==> config.mk <==
export PLATFORM = sky130hd
export DESIGN_NAME = alu_uart_frame_engine_flat
export DESIGN_NICKNAME = d
export VERILOG_FILES = /design/src/rtl/alu_uart_frame_engine_if.sv /design/src/rtl/alu_uart_frame_engine.sv /design/src/flat_wrapper.sv
export SDC_FILE = /design/constraint.sdc
export NUM_CORES = 1
export LEC_CHECK = 0
export CAP_MARGIN = 20
export CORE_UTILIZATION = 52
export DETAILED_ROUTE_END_ITERATION = 12
export PLACE_DENSITY = 0.85
export SLEW_MARGIN = 15
export SYNTH_ARGS = -nofsm -noshare
export SYNTH_HDL_FRONTEND = slang
export SYNTH_SLANG_ARGS = --single-unit
==> constraint.sdc <==
create_clock -name i_clk -period 3.04 [get_ports i_clk]
set_input_delay 0.456 -clock i_clk [delete_from_list [all_inputs] [get_ports i_clk]]
set_output_delay 0.456 -clock i_clk [all_outputs]
set_load 0.02 [all_outputs]
==> src/rtl/alu_uart_frame_engine_if.sv <==
// Purpose: bundles the RX/TX FIFO handshake and ALU operand/result buses of the frame engine.
// Latency: none, wiring only.
// Backpressure: carries i_fifo_rx_empty / i_fifo_tx_full toward the engine; signal names are engine-relative.
interface alu_uart_frame_engine_if #(
   parameter int NB_DATA   = 16,
   parameter int NB_OPCODE = 6
);
   logic [7:0]           i_data_to_read;
   logic                 i_fifo_rx_empty;
   logic                 i_fifo_tx_full;
   logic [NB_DATA-1:0]   i_alu_result;
   logic                 o_fifo_rx_read;
   logic                 o_fifo_tx_write;
   logic [7:0]           o_data_to_write;
   logic [NB_OPCODE-1:0] o_alu_opcode;
   logic [NB_DATA-1:0]   o_alu_op_A;
   logic [NB_DATA-1:0]   o_alu_op_B;

   // Engine side.
   modport master (
      input  i_data_to_read, i_fifo_rx_empty, i_fifo_tx_full, i_alu_result,
      output o_fifo_rx_read, o_fifo_tx_write, o_data_to_write,
      output o_alu_opcode, o_alu_op_A, o_alu_op_B
   );

   // FIFO/ALU environment side.
   modport slave (
      output i_data_to_read, i_fifo_rx_empty, i_fifo_tx_full, i_alu_result,
      input  o_fifo_rx_read, o_fifo_tx_write, o_data_to_write,
      input  o_alu_opcode, o_alu_op_A, o_alu_op_B
   );
endinterface

==> src/rtl/alu_uart_frame_engine.sv <==
// Purpose: byte-stream command engine (opcode, A, B LSB-first in; result LSB-first out) around an external ALU.
// Latency: last operand/checksum byte consumed at edge N -> one S_EXEC cycle -> first TX write earliest in cycle N+2.
// Backpressure: pops RX only when non-empty (1 byte/cycle), holds in S_TX while TX full; ALU_UART_FRAME_CKSUM_EN adds checksum byte.
module alu_uart_frame_engine #(
   parameter int NB_DATA     = 16,
   parameter int NB_OPCODE   = 6,
   parameter int TIMEOUT_CYC = 1000,
   parameter int NB_TOCNT    = 16
) (
   input  logic                     i_clk,
   input  logic                     i_reset,
   alu_uart_frame_engine_if.master  if_bus,
   output logic                     o_busy,
   output logic                     o_err_timeout,
   output logic                     o_err_cksum
);
   localparam int NBYTES = NB_DATA / 8;
   localparam int NB_IDX = (NBYTES > 1) ? $clog2(NBYTES) : 1;
   localparam logic [NB_IDX-1:0]   IDX_LAST = NB_IDX'(NBYTES - 1);
   localparam logic [NB_TOCNT-1:0] TO_LAST  = NB_TOCNT'(TIMEOUT_CYC - 1);

   typedef enum logic [2:0] {S_OP, S_A, S_B, S_CK, S_EXEC, S_TX} state_t;

   state_t               r_state, w_state_nxt;
   logic [NB_IDX-1:0]    r_idx, w_idx_inc;
   logic [NB_TOCNT-1:0]  r_tocnt;
   logic [NB_OPCODE-1:0] r_opcode;
   logic [NB_DATA-1:0]   r_op_a, r_op_b, r_result;
   logic                 r_err_timeout, r_err_cksum;
   logic                 w_rx_read, w_tx_write, w_to_active, w_timeout, w_ck_bad, w_ck_ok;
   logic [7:0]           w_tx_byte;
`ifdef ALU_UART_FRAME_CKSUM_EN
   logic [7:0]           r_ck;
`endif

   // State register.
   always_ff @(posedge i_clk) begin
      if (i_reset) r_state <= S_OP;
      else         r_state <= w_state_nxt;
   end

   // Handshakes, timeout detection and next-state selection.
   always_comb begin
      w_state_nxt = r_state;
      w_rx_read   = 1'b0;
      w_tx_write  = 1'b0;
      w_tx_byte   = 8'h00;
      w_idx_inc   = (r_idx == IDX_LAST) ? '0 : r_idx + 1'b1;
      w_to_active = (TIMEOUT_CYC != 0) && (r_state inside {S_A, S_B, S_CK});
      w_timeout   = w_to_active && if_bus.i_fifo_rx_empty && (r_tocnt == TO_LAST);
`ifdef ALU_UART_FRAME_CKSUM_EN
      w_ck_ok     = (if_bus.i_data_to_read == r_ck);
`else
      w_ck_ok     = 1'b1;
`endif
      if (!i_reset && (r_state inside {S_OP, S_A, S_B, S_CK}))
         w_rx_read = !if_bus.i_fifo_rx_empty;
      if (r_state == S_TX) begin
         w_tx_write = !i_reset && !if_bus.i_fifo_tx_full;
         w_tx_byte  = r_result[r_idx*8 +: 8];
      end
      w_ck_bad = (r_state == S_CK) && w_rx_read && !w_ck_ok;
      case (r_state)
         S_OP: if (w_rx_read) w_state_nxt = S_A;
         S_A: begin
            if (w_rx_read) begin
               if (r_idx == IDX_LAST) w_state_nxt = S_B;
            end else if (w_timeout) w_state_nxt = S_OP;
         end
         S_B: begin
            if (w_rx_read) begin
`ifdef ALU_UART_FRAME_CKSUM_EN
               if (r_idx == IDX_LAST) w_state_nxt = S_CK;
`else
               if (r_idx == IDX_LAST) w_state_nxt = S_EXEC;
`endif
            end else if (w_timeout) w_state_nxt = S_OP;
         end
         S_CK: begin
            // A bad checksum skips the ALU and returns the 0xEE error pattern.
            if (w_rx_read)      w_state_nxt = w_ck_ok ? S_EXEC : S_TX;
            else if (w_timeout) w_state_nxt = S_OP;
         end
         S_EXEC: w_state_nxt = S_TX;
         S_TX: if (w_tx_write && (r_idx == IDX_LAST)) w_state_nxt = S_OP;
         default: w_state_nxt = S_OP;
      endcase
   end

   // Datapath: byte assembly, timeout counter, result capture and error pulses.
   always_ff @(posedge i_clk) begin
      if (i_reset) begin
         r_idx         <= '0;
         r_tocnt       <= '0;
         r_opcode      <= '0;
         r_op_a        <= '0;
         r_op_b        <= '0;
         r_result      <= '0;
         r_err_timeout <= 1'b0;
         r_err_cksum   <= 1'b0;
`ifdef ALU_UART_FRAME_CKSUM_EN
         r_ck          <= '0;
`endif
      end else begin
         r_err_timeout <= w_timeout;
         r_err_cksum   <= w_ck_bad;
         // A consumed byte wins over an expiring timeout: the counter just clears.
         if (w_to_active && !w_rx_read && !w_timeout) r_tocnt <= r_tocnt + 1'b1;
         else                                         r_tocnt <= '0;
         case (r_state)
            S_OP: if (w_rx_read) begin
               r_opcode <= if_bus.i_data_to_read[NB_OPCODE-1:0];
               r_idx    <= '0;
`ifdef ALU_UART_FRAME_CKSUM_EN
               r_ck     <= if_bus.i_data_to_read;
`endif
            end
            S_A: if (w_rx_read) begin
               r_op_a[r_idx*8 +: 8] <= if_bus.i_data_to_read;
               r_idx                <= w_idx_inc;
`ifdef ALU_UART_FRAME_CKSUM_EN
               r_ck                 <= r_ck ^ if_bus.i_data_to_read;
`endif
            end
            S_B: if (w_rx_read) begin
               r_op_b[r_idx*8 +: 8] <= if_bus.i_data_to_read;
               r_idx                <= w_idx_inc;
`ifdef ALU_UART_FRAME_CKSUM_EN
               r_ck                 <= r_ck ^ if_bus.i_data_to_read;
`endif
            end
            S_CK: if (w_ck_bad) begin
               r_result <= {NBYTES{8'hEE}};
               r_idx    <= '0;
            end
            S_EXEC: begin
               r_result <= if_bus.i_alu_result;
               r_idx    <= '0;
            end
            S_TX: if (w_tx_write) r_idx <= w_idx_inc;
            default: ;
         endcase
      end
   end

   assign if_bus.o_fifo_rx_read  = w_rx_read;
   assign if_bus.o_fifo_tx_write = w_tx_write;
   assign if_bus.o_data_to_write = w_tx_byte;
   assign if_bus.o_alu_opcode    = r_opcode;
   assign if_bus.o_alu_op_A      = r_op_a;
   assign if_bus.o_alu_op_B      = r_op_b;
   assign o_busy                 = (r_state != S_OP);
   assign o_err_timeout          = r_err_timeout;
   assign o_err_cksum            = r_err_cksum;
endmodule

==> src/flat_wrapper.sv <==
// flat-port wrapper written by rule: the top's interface ports become plain ports
module alu_uart_frame_engine_flat 
#(
   parameter int NB_DATA     = 16,
   parameter int NB_OPCODE   = 6,
   parameter int TIMEOUT_CYC = 1000,
   parameter int NB_TOCNT    = 16
)
  (i_clk, i_reset, o_busy, o_err_timeout, o_err_cksum, if_bus_i_data_to_read, if_bus_i_fifo_rx_empty, if_bus_i_fifo_tx_full, if_bus_i_alu_result, if_bus_o_fifo_rx_read, if_bus_o_fifo_tx_write, if_bus_o_data_to_write, if_bus_o_alu_opcode, if_bus_o_alu_op_A, if_bus_o_alu_op_B);
  alu_uart_frame_engine_if #(.NB_DATA(NB_DATA), .NB_OPCODE(NB_OPCODE)) if_bus_i ();
  input  logic i_clk;
  input  logic i_reset;
  output logic o_busy;
  output logic o_err_timeout;
  output logic o_err_cksum;
  input wire logic [$bits(if_bus_i.i_data_to_read)-1:0] if_bus_i_data_to_read;
  input wire logic [$bits(if_bus_i.i_fifo_rx_empty)-1:0] if_bus_i_fifo_rx_empty;
  input wire logic [$bits(if_bus_i.i_fifo_tx_full)-1:0] if_bus_i_fifo_tx_full;
  input wire logic [$bits(if_bus_i.i_alu_result)-1:0] if_bus_i_alu_result;
  output wire logic [$bits(if_bus_i.o_fifo_rx_read)-1:0] if_bus_o_fifo_rx_read;
  output wire logic [$bits(if_bus_i.o_fifo_tx_write)-1:0] if_bus_o_fifo_tx_write;
  output wire logic [$bits(if_bus_i.o_data_to_write)-1:0] if_bus_o_data_to_write;
  output wire logic [$bits(if_bus_i.o_alu_opcode)-1:0] if_bus_o_alu_opcode;
  output wire logic [$bits(if_bus_i.o_alu_op_A)-1:0] if_bus_o_alu_op_A;
  output wire logic [$bits(if_bus_i.o_alu_op_B)-1:0] if_bus_o_alu_op_B;
  assign if_bus_i.i_data_to_read = if_bus_i_data_to_read;
  assign if_bus_i.i_fifo_rx_empty = if_bus_i_fifo_rx_empty;
  assign if_bus_i.i_fifo_tx_full = if_bus_i_fifo_tx_full;
  assign if_bus_i.i_alu_result = if_bus_i_alu_result;
  assign if_bus_o_fifo_rx_read = if_bus_i.o_fifo_rx_read;
  assign if_bus_o_fifo_tx_write = if_bus_i.o_fifo_tx_write;
  assign if_bus_o_data_to_write = if_bus_i.o_data_to_write;
  assign if_bus_o_alu_opcode = if_bus_i.o_alu_opcode;
  assign if_bus_o_alu_op_A = if_bus_i.o_alu_op_A;
  assign if_bus_o_alu_op_B = if_bus_i.o_alu_op_B;
  alu_uart_frame_engine #(.NB_DATA(NB_DATA), .NB_OPCODE(NB_OPCODE), .TIMEOUT_CYC(TIMEOUT_CYC), .NB_TOCNT(NB_TOCNT)) u_core (.i_clk(i_clk), .i_reset(i_reset), .if_bus(if_bus_i), .o_busy(o_busy), .o_err_timeout(o_err_timeout), .o_err_cksum(o_err_cksum));
endmodule
==> flow_metrics.py <==
metrics = {
    "logic_synthesis": {
        "synth_largest_area_cell": "dfxtp_1",
        "synth_edf_count": 0,
        "synth_top_area_share_pct": 48.19,
        "synth_seq_cells": 75,
        "seq_area_frac_synth_pct": 48.19,
        "postSynthCellCount": 345,
        "ys.flop_type": "dfxtp_1",
        "yosys-top-cells-area": "dfxtp_1 48%, mux2i_1 13%, nor2_1 7.2%",
        "synth_fp_nets": 374,
        "synth-async-reset-ratio_pct": 0,
        "synth_common_cells": "75 x dfxtp_1, 60 x nor2_1, 53 x nand2_1",
        "yosysWarnings": 0,
        "synthDistinctLibCells": 42,
        "yosysMostFrequentCell": "dfxtp_1",
        "avgSynthCellArea_sq_um": 9.030,
        "synth_area_sq_um": 3115,
    },
    "cts": {
        "ctsHoldBuffers": 0,
        "cts_setup_buffers": 0,
        "cts_resized": 0,
        "htree_levels": 3,
        "clock_tree.root_cell": "clkbuf_8",
        "cts_buffer_depth": 2,
        "clock-sinks": 75,
        "cts_tree": "yes",
        "clkLatencyLatePin_ns": 0.35,
        "cts.reportedPaths.clkPinSlew_ns": 0.08,
        "cts-buffers-inserted": 9,
    },
    "floorplanning": {
        "start_util_pct": 55.22,
        "row_count": 27,
        "die_area_sq_um": 6305,
        "ioPinCount": 79,
        "core_sq_um": 5642,
        "fp.dieH_um": 79.41,
        "die_w_um": 79.41,
    },
    "pwr": {
        "leakage_nw": 1.463,
        "ir_drop_mv": 0.3992,
        "p_per_area_nw_per_um2": 471.1,
        "power_mw": 1.910,
    },
    "worst_setup_path": {
        "critical_path_class": "reg -> out",
        "required_ns": 2.58,
        "cp.arrival_ns": 2.21,
        "start_kind": "register",
        "crit_path_max_fanout": 11,
        "end_kind": "output pin",
    },
    "route": {
        "wire_per_inst_um": 14.48,
        "drtPass1Iterations": 4,
        "drt_iter0_drc": 157,
        "antenna_left": 0,
        "vias": 2597,
        "drc_errors": 0,
        "avgViaCountPerCell": 5.322,
        "drt_wl_total_mm": 7.065,
    },
    "grt": {
        "antenna_found_initial": 0,
        "grt_pass1_vias": 2337,
        "grt.total_usage_pct": 23.55,
        "grt_pass1_wl_mm": 11.32,
        "gr-total-overflow": 0,
        "grt_max_degree": 52,
    },
    "placed_design": {
        "place_congestion": 0.7997,
        "hpwl_mm": 4.692,
        "io_buffer_count": 77,
    },
    "timing": {
        "min_period_over_period_pct": 87.81,
        "hold_viol": 0,
        "layout_min_cycle_time_ns": 2.669,
        "fin_tns_setup_ns": 0,
        "setup_viol": 0,
        "relSlewSlack_pct": 46.17,
        "max_freq_mhz": 374.6,
        "finalClockSkew_ns": 0.004446,
        "slew_violations": 0,
        "worst_pin_slew_ns": 0.8064,
        "fin_hold_ws_ns": 0.4586,
        "rsz0062_at_grt": "no",
    },
    "final_layout": {
        "antenna_cells": 0,
        "nets": 440,
        "syn_to_final_growth_pct": 30.12,
        "drive_above_1_share_pct": 5.529,
    },
    "job": {
        "cap_violations": 0,
    },
    "status": {
        "status": "completed",
    },
    "worst_hold_path": {
        "hold_class": "reg -> reg",
    },
}
==> path summary, 6_finish.rpt <==
kind | from | end | slack (ns) | cells past startpoint
hold / removal | u_core.r_result[4] | u_core.r_result[4] | 0.46 | 2
hold reg to reg | u_core.r_result[4] | u_core.r_result[4] | 0.46 | 2
setup / recovery | u_core.r_state[0] | if_bus_o_fifo_tx_write | 0.37 | 4
setup reg to reg | u_core.r_idx | u_core.if_bus.o_alu_op_B[12] | 0.94 | 3
==> worst max-delay path, cell delays in order, from the launching register on <==
cell and delay (ns):
dfxtp_1 0.50, nor2b_1 0.27, nand2_1 0.26, nor3_1 0.21, clkdlybuf4s50_1 0.63
==> layout by cell type (no fill, tap or decap), types with 10 or more instances in the layout <==
cell             netlist  layout
mux2i_1               40      40
nand2_1               53      53
a21oi_1               20      20
clkdlybuf4s50_1        0      76
dfxtp_1               75      75
clkbuf_8               0      10
nor2_1                60      60
==> sequential cells by signal, indices dropped and copies added, names as in the netlist <==
name and cells:
u_core.if_bus.o_alu_op_A 16, u_core.if_bus.o_alu_op_B 16, u_core.if_bus.o_alu_opcode 6, u_core.o_err_timeout 1
u_core.r_idx 1, u_core.r_result 16, u_core.r_state 3, u_core.r_tocnt 16
==> kinds of logic (layout without fill, tap and decap cells) <==
| group | Yosys count | in the layout | share of synthesized area, % |
|---|---|---|---|
| other | 1 | 1 | 0.1204 |
| adders and majority gates | 1 | 1 | 0.4015 |
| buffers and inverters | 25 | 96 | 4.297 |
| xor gates and xnor gates | 14 | 14 | 3.936 |
| and+or+nand+nor | 160 | 160 | 24.90 |
| muxes | 40 | 40 | 12.85 |
| DFF | 75 | 75 | 48.19 |
| AOI/OAI and AO/OA | 29 | 29 | 5.301 |
==> cell type report <==
type	instances	area, sq um
sequential	75	1501
inverter	2	7.507
tap	72	90.09
clock inverter	6	63.81
timing repair buffer	78	773.2
clock buffer	10	137.6
fill	432	1588
multi-input combinational	245	1480
==> routing by layer <==
layer,global-route usage [%],vias up,wire length (um)
li1,-,1289,-
met1,29.89,1222,3176
met3,4.800,12,399
met2,38.19,74,3338
met5,0,-,0
met4,11.27,0,152
==> through the flow <==
step	std cells	area [sq um]	worst slack, ns	utilization, %
after CTS	488	4054	0.3575	71.86
after global placement	472	3852	0.6597	68.29
final	488	4054	0.3707	71.86
after detailed placement	472	3852	0.6301	68.29
after floorplan	345	3115	1.278	-
after global routing	488	4054	0.2352	71.86
==> power breakdown <==
part | internal, mW | leakage [nW] | total, mW | switching, mW
registers | 0.992 | 0.606 | 1.00 | 0.0105
clock network | 0.401 | 0.0987 | 0.777 | 0.376
logic | 0.0654 | 0.759 | 0.130 | 0.0644
total | 1.46 | 1.46 | 1.91 | 0.451
No activity file was read; power rests on OpenSTA's default activity.
